**src/rtl/asyn_fifo_pkg.sv**
```systemverilog
// Shared types, sizes and pointer helpers for the 16x8 async FIFO.
// Used by both the write-side and read-side controllers.
package asyn_fifo_pkg;

  localparam int RAM_WIDTH    = 16;
  localparam int RAM_DEPTH    = 8;
  localparam int ADDR_SIZE    = 3;
  localparam int PTR_W        = ADDR_SIZE + 1;
  localparam int AFULL_THRESH = 6;

  typedef logic [PTR_W-1:0] ptr_t;

  function automatic ptr_t bin2gray(input ptr_t b);
    return b ^ (b >> 1);
  endfunction

  function automatic ptr_t gray2bin(input ptr_t g);
    ptr_t b;
    b[PTR_W-1] = g[PTR_W-1];
    for (int i = PTR_W - 2; i >= 0; i--)
      b[i] = b[i+1] ^ g[i];
    return b;
  endfunction

endpackage

```
**src/rtl/asyn_fifo_gray_ptr_sync.sv**
```systemverilog
// Two-flop synchroniser for a Gray-coded pointer crossing clock domains.
// Reused by the read side for the write pointer.
module gray_ptr_sync #(
  parameter int WIDTH = 4
) (
  input  logic             clk,
  input  logic             clr,
  input  logic [WIDTH-1:0] d,
  output logic [WIDTH-1:0] q
);

  logic [WIDTH-1:0] q1;

  // Two back-to-back flops; only the second stage is consumed.
  always_ff @(posedge clk or posedge clr) begin
    if (clr) begin
      q1 <= '0;
      q  <= '0;
    end else begin
      q1 <= d;
      q  <= q1;
    end
  end

endmodule

```
**src/rtl/asyn_fifo_wr_ctrl.sv**
```systemverilog
// Write-side controller of the async FIFO: pointers, full, occupancy.
// Optional almost_full flag built only when ALMOST_FULL_EN is defined.
module asyn_fifo_wr_ctrl
  import asyn_fifo_pkg::*;
#(
  parameter int RAM_WIDTH    = 16,
  parameter int RAM_DEPTH    = 8,
  parameter int ADDR_SIZE    = 3,
  parameter int AFULL_THRESH = 6
) (
  input  logic                 wr_clk,
  input  logic                 clr,
  input  logic                 in_valid,
  input  logic [RAM_WIDTH-1:0] in_data,
  output logic                 in_ready,
  input  logic [ADDR_SIZE:0]   rd_ptr_gray,
  output logic                 ram_wr_en,
  output logic [ADDR_SIZE-1:0] ram_wr_ad,
  output logic [RAM_WIDTH-1:0] ram_data_in,
  output logic [ADDR_SIZE:0]   wr_ptr_gray,
  output logic                 full,
  output logic [ADDR_SIZE:0]   wr_count,
  output logic                 almost_full
);

  localparam int PW = ADDR_SIZE + 1;

  if (RAM_DEPTH != (1 << ADDR_SIZE) ||
      AFULL_THRESH > RAM_DEPTH) begin : g_bad_cfg
    $error("asyn_fifo_wr_ctrl: bad depth/threshold");
  end

  logic [PW-1:0] wr_bin;
  logic [PW-1:0] wr_bin_next;
  logic [PW-1:0] gray_next;
  logic [PW-1:0] rq2;
  logic [PW-1:0] rd_bin;
  logic [PW-1:0] count_next;
  logic          accept;
  logic          full_next;

  gray_ptr_sync #(
    .WIDTH(PW)
  ) u_rsync (
    .clk(wr_clk),
    .clr(clr),
    .d  (rd_ptr_gray),
    .q  (rq2)
  );

  assign accept      = in_valid & ~full;
  assign in_ready    = ~full;
  assign ram_wr_en   = accept;
  assign ram_wr_ad   = wr_bin[ADDR_SIZE-1:0];
  assign ram_data_in = in_data;

  assign wr_bin_next = wr_bin + PW'(accept);
  assign gray_next   = bin2gray(wr_bin_next);
  assign rd_bin      = gray2bin(rq2);
  assign full_next   = gray_next ==
                       {~rq2[PW-1:PW-2], rq2[PW-3:0]};
  assign count_next  = wr_bin_next - rd_bin;

  // Advance the write pointer and register full/occupancy.
  always_ff @(posedge wr_clk or posedge clr) begin
    if (clr) begin
      wr_bin      <= '0;
      wr_ptr_gray <= '0;
      full        <= 1'b0;
      wr_count    <= '0;
    end else begin
      wr_bin      <= wr_bin_next;
      wr_ptr_gray <= gray_next;
      full        <= full_next;
      wr_count    <= count_next;
    end
  end

`ifdef ALMOST_FULL_EN
  // Registered threshold compare on next-cycle occupancy.
  always_ff @(posedge wr_clk or posedge clr) begin
    if (clr)
      almost_full <= 1'b0;
    else
      almost_full <= (count_next >= PW'(AFULL_THRESH));
  end
`else
  assign almost_full = 1'b0;
`endif

endmodule

```
**config.mk**
```make
export PLATFORM = sky130hd
export DESIGN_NAME = asyn_fifo_wr_ctrl
export DESIGN_NICKNAME = d
export VERILOG_FILES = /design/src/rtl/asyn_fifo_pkg.sv /design/src/rtl/asyn_fifo_gray_ptr_sync.sv /design/src/rtl/asyn_fifo_wr_ctrl.sv
export SDC_FILE = /design/constraint.sdc
export NUM_CORES = 1
export LEC_CHECK = 0
export CAP_MARGIN = 10
export CORE_MARGIN = 8
export CORE_UTILIZATION = 40
export DETAILED_ROUTE_END_ITERATION = 6
export PLACE_DENSITY = 0.91
export SETUP_SLACK_MARGIN = 0.05
export SLEW_MARGIN = 20
export SYNTH_ARGS = -nofsm -noshare
export SYNTH_HDL_FRONTEND = slang
export SYNTH_SLANG_ARGS = --single-unit
```
**constraint.sdc**
```tcl
create_clock -name wr_clk -period 4.4 [get_ports wr_clk]
set_clock_uncertainty 0.1 [all_clocks]
set_input_delay 0.88 -clock wr_clk [delete_from_list [all_inputs] [get_ports wr_clk]]
set_output_delay 0.88 -clock wr_clk [all_outputs]
set_load 0.05 [all_outputs]
```
Yosys cells after proc, flatten, opt, wreduce, memory -nomap -nowiden
Cells that the tools add are included.
Operators by class
  add/sub/neg operators: 2
  equal/unequal tests: 1
  bitwise logic cells: 7
Operators with widths (count)
  $add 4x1->4: 1
  $eq 4x4->1: 1
  $sub 4x4->4: 1
  $xor 4x3->4: 1
  $xor 1x1->1: 3
  $not 2->2: 1
  $and 1x1->1: 1
  $not 1->1: 1
Storage, ports and cells
  bits in registers: 21
  bits of input ports: 23
  output and inout bits: 31
  logic and storage cells: 16

Logic depth before layout (Yosys ltp)
  depth in word-level cells: 5
  mapped depth: 9
  mapped depth without buffers: 9

Modules after synthesis
A second synthesis with hierarchy kept.
Unflattened totals
  cell total of the unflattened synthesis: 80
  area, all modules: 960.9 µm²
Modules (own cells, without submodules)
  asyn_fifo_wr_ctrl: times used 1, cells an instance 71, area an instance 757.0 µm²
  gray_ptr_sync: times used 1, cells an instance 9, area an instance 203.9 µm²

Least setup slack after synthesis
OpenSTA, ideal clock, no wires.
  path type: input to register
  from: in in_valid
  to: reg wr_count[3]
  setup time: 0.122 ns
  arrival time: 3.303 ns
  data required time: 4.178 ns
  slack: 0.875 ns
  cell stages on the path: 9
  path buffers: 0
  cells stage by stage: nor2b_1 ha_1 ha_1 ha_1 nor2b_1 nor3_2 nand2b_1 a31o_1 xnor2_1
Between the ends
  cells in the longest elaborated chain, start to end: 3
RTL lines
  start: declaration: line asyn_fifo_wr_ctrl.sv:13  | input logic in_valid,
  $and 1x1->1: line asyn_fifo_wr_ctrl.sv:51  | assign accept = in_valid & ~full;
  $add 4x1->4: line asyn_fifo_wr_ctrl.sv:57  | assign wr_bin_next = wr_bin + PW'(accept);
  net wr_bin_next[1]: line asyn_fifo_wr_ctrl.sv:34  | logic [PW-1:0] wr_bin_next;
  $sub 4x4->4: line asyn_fifo_wr_ctrl.sv:62  | assign count_next = wr_bin_next - rd_bin;
  net count_next[3]: line asyn_fifo_wr_ctrl.sv:38  | logic [PW-1:0] count_next;
  end signal: assignment: line asyn_fifo_wr_ctrl.sv:75  | wr_count <= count_next;
  end: declaration: line asyn_fifo_wr_ctrl.sv:22  | output logic [ADDR_SIZE:0] wr_count,
The timed path passes the listed nets, and every way through them passes these cells.

Worst setup path in the final report
  from: in in_valid
  to: out ram_wr_en
Between the ends
  cells in the longest elaborated chain, start to end: 1
RTL lines
  $and 1x1->1: line asyn_fifo_wr_ctrl.sv:51
  end: declaration: line asyn_fifo_wr_ctrl.sv:17  | output logic ram_wr_en,
No other way between the ends.

==> impl_summary.log <==
[metrics] Hold Crit Endpoint: u_rsync.q[3]
[metrics] H-tree lvl count: 1
[metrics] final number of hold-violating endpoints: 0
[metrics] crit-path cells: clkdlybuf4s50_1 > nor2b_1 > clkdlybuf4s50_1
[metrics] Slew Limit Fails: 0
[metrics] Post-CTS Hold Buffers: 0
[metrics] register area share after synthesis: between 50 and 60%
[metrics] Critical Path Max Stage Delay: between 800 and 900 ps
[metrics] CTS Sinks: 20
[metrics] Die Footprint: between 0.004 and 0.005 mm^2
[metrics] result of the run: finished, final reports clean
[metrics] top achievable clock speed: 300 MHz
[metrics] Layout area overhead: 15.0%
[metrics] Top cell by count, worst path: sky130_fd_sc_hd__clkdlybuf4s50_1
[metrics] CTS max path bufs: 2
[metrics] worst-margin pin slew: 712 ps
[metrics] Rows: 17
[metrics] Post-Synthesis Net Count: 106
[metrics] Port Buffer Count: 20
[metrics] initial standard-cell utilization of the core: 42.9%
[metrics] total via count in the routed design: 529
[metrics] startpoint class of the critical path: input port
[metrics] area of the placeable core: ~0.0022 mm^2
[metrics] total buffers and inverters traversed by the critical path: 2
[metrics] post-synthesis average cell area: approximately 12 um^2
[metrics] r2r startpoint: full
[metrics] aggregate negative setup slack: 0 ps
[metrics] WHS Path Cells: 0
[metrics] layout cell share with drive strength beyond 1: 8.24%
[metrics] latest clock arrival within the worst-skew pair: 300 ps
[metrics] number of violations of the max-capacitance limit: 0
[metrics] Netlist cell types: 18
[metrics] Crit path required time: 3420 ps
[metrics] Register-to-Register Setup Slack: ~1900 ps
[metrics] number of enable flip-flop cells after synthesis: 0
[metrics] final antenna diode count: 0
[metrics] average wire per cell in the routed design: around 14 um
[metrics] number of warnings issued by yosys: 0
[metrics] post-CTS repair timing setup buffer count: 0
[metrics] FF+latch count, synth: 20
[metrics] biggest fanout along the worst timing path: 2
[metrics] Net count, final: about 110
[metrics] total iterations of the first detailed-routing run: 3
[metrics] instance area after placement: roughly 0.0011 mm^2
[metrics] global-route wire length before repair: ~2700 um
[metrics] total leakage power: about 0.00048 uW
[metrics] PnR Total Power: about 1100 uW
[metrics] post-synth design cell area: ~960 um^2
[metrics] antenna-violating nets left: 0
[metrics] normalized max-slew margin: 52.4%
[metrics] CTS buffer count: 3
[metrics] Worst Reg-to-Reg Cells: 9
[metrics] total power density per cell area: 978 mW/mm^2
[metrics] Detailed Place HPWL: between 1000 and 1500 um
[metrics] Min-Delay Startpoint: u_rsync.q1[3]
[metrics] synthesized instance count: 78
[metrics] asr flop ratio synth: 100%
[metrics] clock tree from TritonCTS: yes
[metrics] aggregate global routing overflow: 0
[metrics] number of antenna violations at the first check in global routing: 0
[metrics] final instance area: 0.00110 mm^2
[metrics] pin count of the biggest net entering global routing: 21
[metrics] critical path start-end classification: in -> out
[metrics] RSZ-0062 raised after global routing: no
[metrics] post-route fraction of the period consumed by the critical path: roughly 76%
[metrics] arrival time at the worst endpoint: around 2400 ps
[metrics] Final Util: 49.3%
[metrics] final setup violation count: 0
[metrics] Synth Flop Type: sky130_fd_sc_hd__dfrtp_1
[metrics] die width: 64.9 um
[metrics] delay-heaviest family, CP: buffers and inverters
[metrics] combined global-route utilization of all metal layers: 8.41%
[metrics] endpoint of the most critical register-to-register path: wr_count[3]
[metrics] weighted congestion at the end of routability-driven global placement: approximately 0.72
[metrics] floorplan die height: roughly 65 um
[metrics] residual DRC count: 0
[metrics] Slowest cell on crit path: sky130_fd_sc_hd__clkdlybuf4s50_1
[metrics] root buffer cell: sky130_fd_sc_hd__clkbuf_4
[metrics] clock transition time at the flip-flop clock pins of the worst setup and hold paths: 100 ps
[metrics] critical path endpoint category: output port
[metrics] vias in the first global route: around 630
[metrics] final worst hold slack: around 260 ps
[metrics] min Tclk post-route: about 3300 ps
[metrics] post-cts repair resize count: 0
[metrics] Peak supply drop: 0.498 mV
[metrics] Hold Path Class: reg -> reg
[metrics] via-per-instance ratio: roughly 4.7
[metrics] DRC marker count from the first detailed-route iteration: 6
[metrics] total wire length after detailed routing: around 1500 um
[metrics] IO Count: between 50 and 60
power breakdown:
group | leakage, uW | total (uW) | switching [uW] | internal (uW)
Sequential | 0.000235 | 285 | 32.8 | 252
Clock | 0.0000210 | 105 | 54.1 | 50.6
Combinational | 0.000227 | 687 | 438 | 249
synth_stat cells, drive strengths merged (2+ instances only):
library cell	count	area share, %
a211oi	2	1.6
buf	17	13
dfrtp	20	52
ha	4	5.2
inv	6	2.4
nand2	2	0.78
nand3	2	1.0
nor2b	2	1.3
xnor2	6	5.5
xor2	10	9.9
layout by cell type (no fill, tap or decap), drive strengths merged:
master	count
clkdlybuf4s50	20
or3	1
xnor2	6
xor2	10
fa	1
nand3	2
nand2	2
a31o	1
conb	1
a211oi	2
ha	4
nor2b	2
clkbuf	4
dfrtp	20
nor3	1
nand2b	1
inv	6
o21ai	1
worst max path at each step:
| stage | to | startpoint | cells past startpoint | slack, ps |
|---|---|---|---|---|
| floorplan | wr_count[3] | in_valid | 9 | 870 |
| global placement | wr_count[3] | in_valid | 10 | 1080 |
| detailed placement | wr_count[3] | in_valid | 10 | 970 |
| CTS | ram_wr_en | in_valid | 3 | 1060 |
| global route | ram_wr_en | in_valid | 3 | 1010 |
| finish | ram_wr_en | in_valid | 3 | 1070 |
metrics by stage:
stage | setup slack, ps | std cells
global placement | 1080 | 109
finish | 1070 | 113
global route | 1010 | 113
floorplan | 875 | 78
CTS | 1060 | 113
detailed placement | 973 | 109
sequential cells by signal, indices dropped and copies added (netlist names):
register,cells
u_rsync.q1,4
u_rsync.q,4
wr_bin,4
wr_count,4
wr_ptr_gray,3
full,1
worst reg2reg max path, delay by kind of cell (launching register included):
family,cells,cell delay [ps]
AOI/OAI and AO/OA,3,500
xor gates and xnor gates,1,110
DFF,1,410
adders and majority gates,3,880
and+or+nand+nor,2,400
routing by layer:
metal	vias up	global-route usage [%]	share of wire (%)
met3	11	3.95	12
met1	249	8.24	35
met5	-	0	0
met4	0	7.63	4.1
met2	31	13.0	48
li1	238	-	-
area by class of cell:
class / count / area (um^2)
tap: 28 / 35.0
timing repair buffer: 20 / 200
inverter: 6 / 22.5
fill: 211 / 1130
clock buffer: 4 / 36.3
sequential: 20 / 500
multi-input combinational: 35 / 307
kinds of logic after synthesis:
kind of cell	Yosys count	synth area share, %
AOI/OAI and AO/OA	4	3.40
xor gates and xnor gates	16	15.4
adders and majority gates	5	7.32
buffers and inverters	23	15.7
DFF	20	52.3
other	1	0.392
and+or+nand+nor	9	5.49
Note: power is estimated with default switching activity, not from simulation.
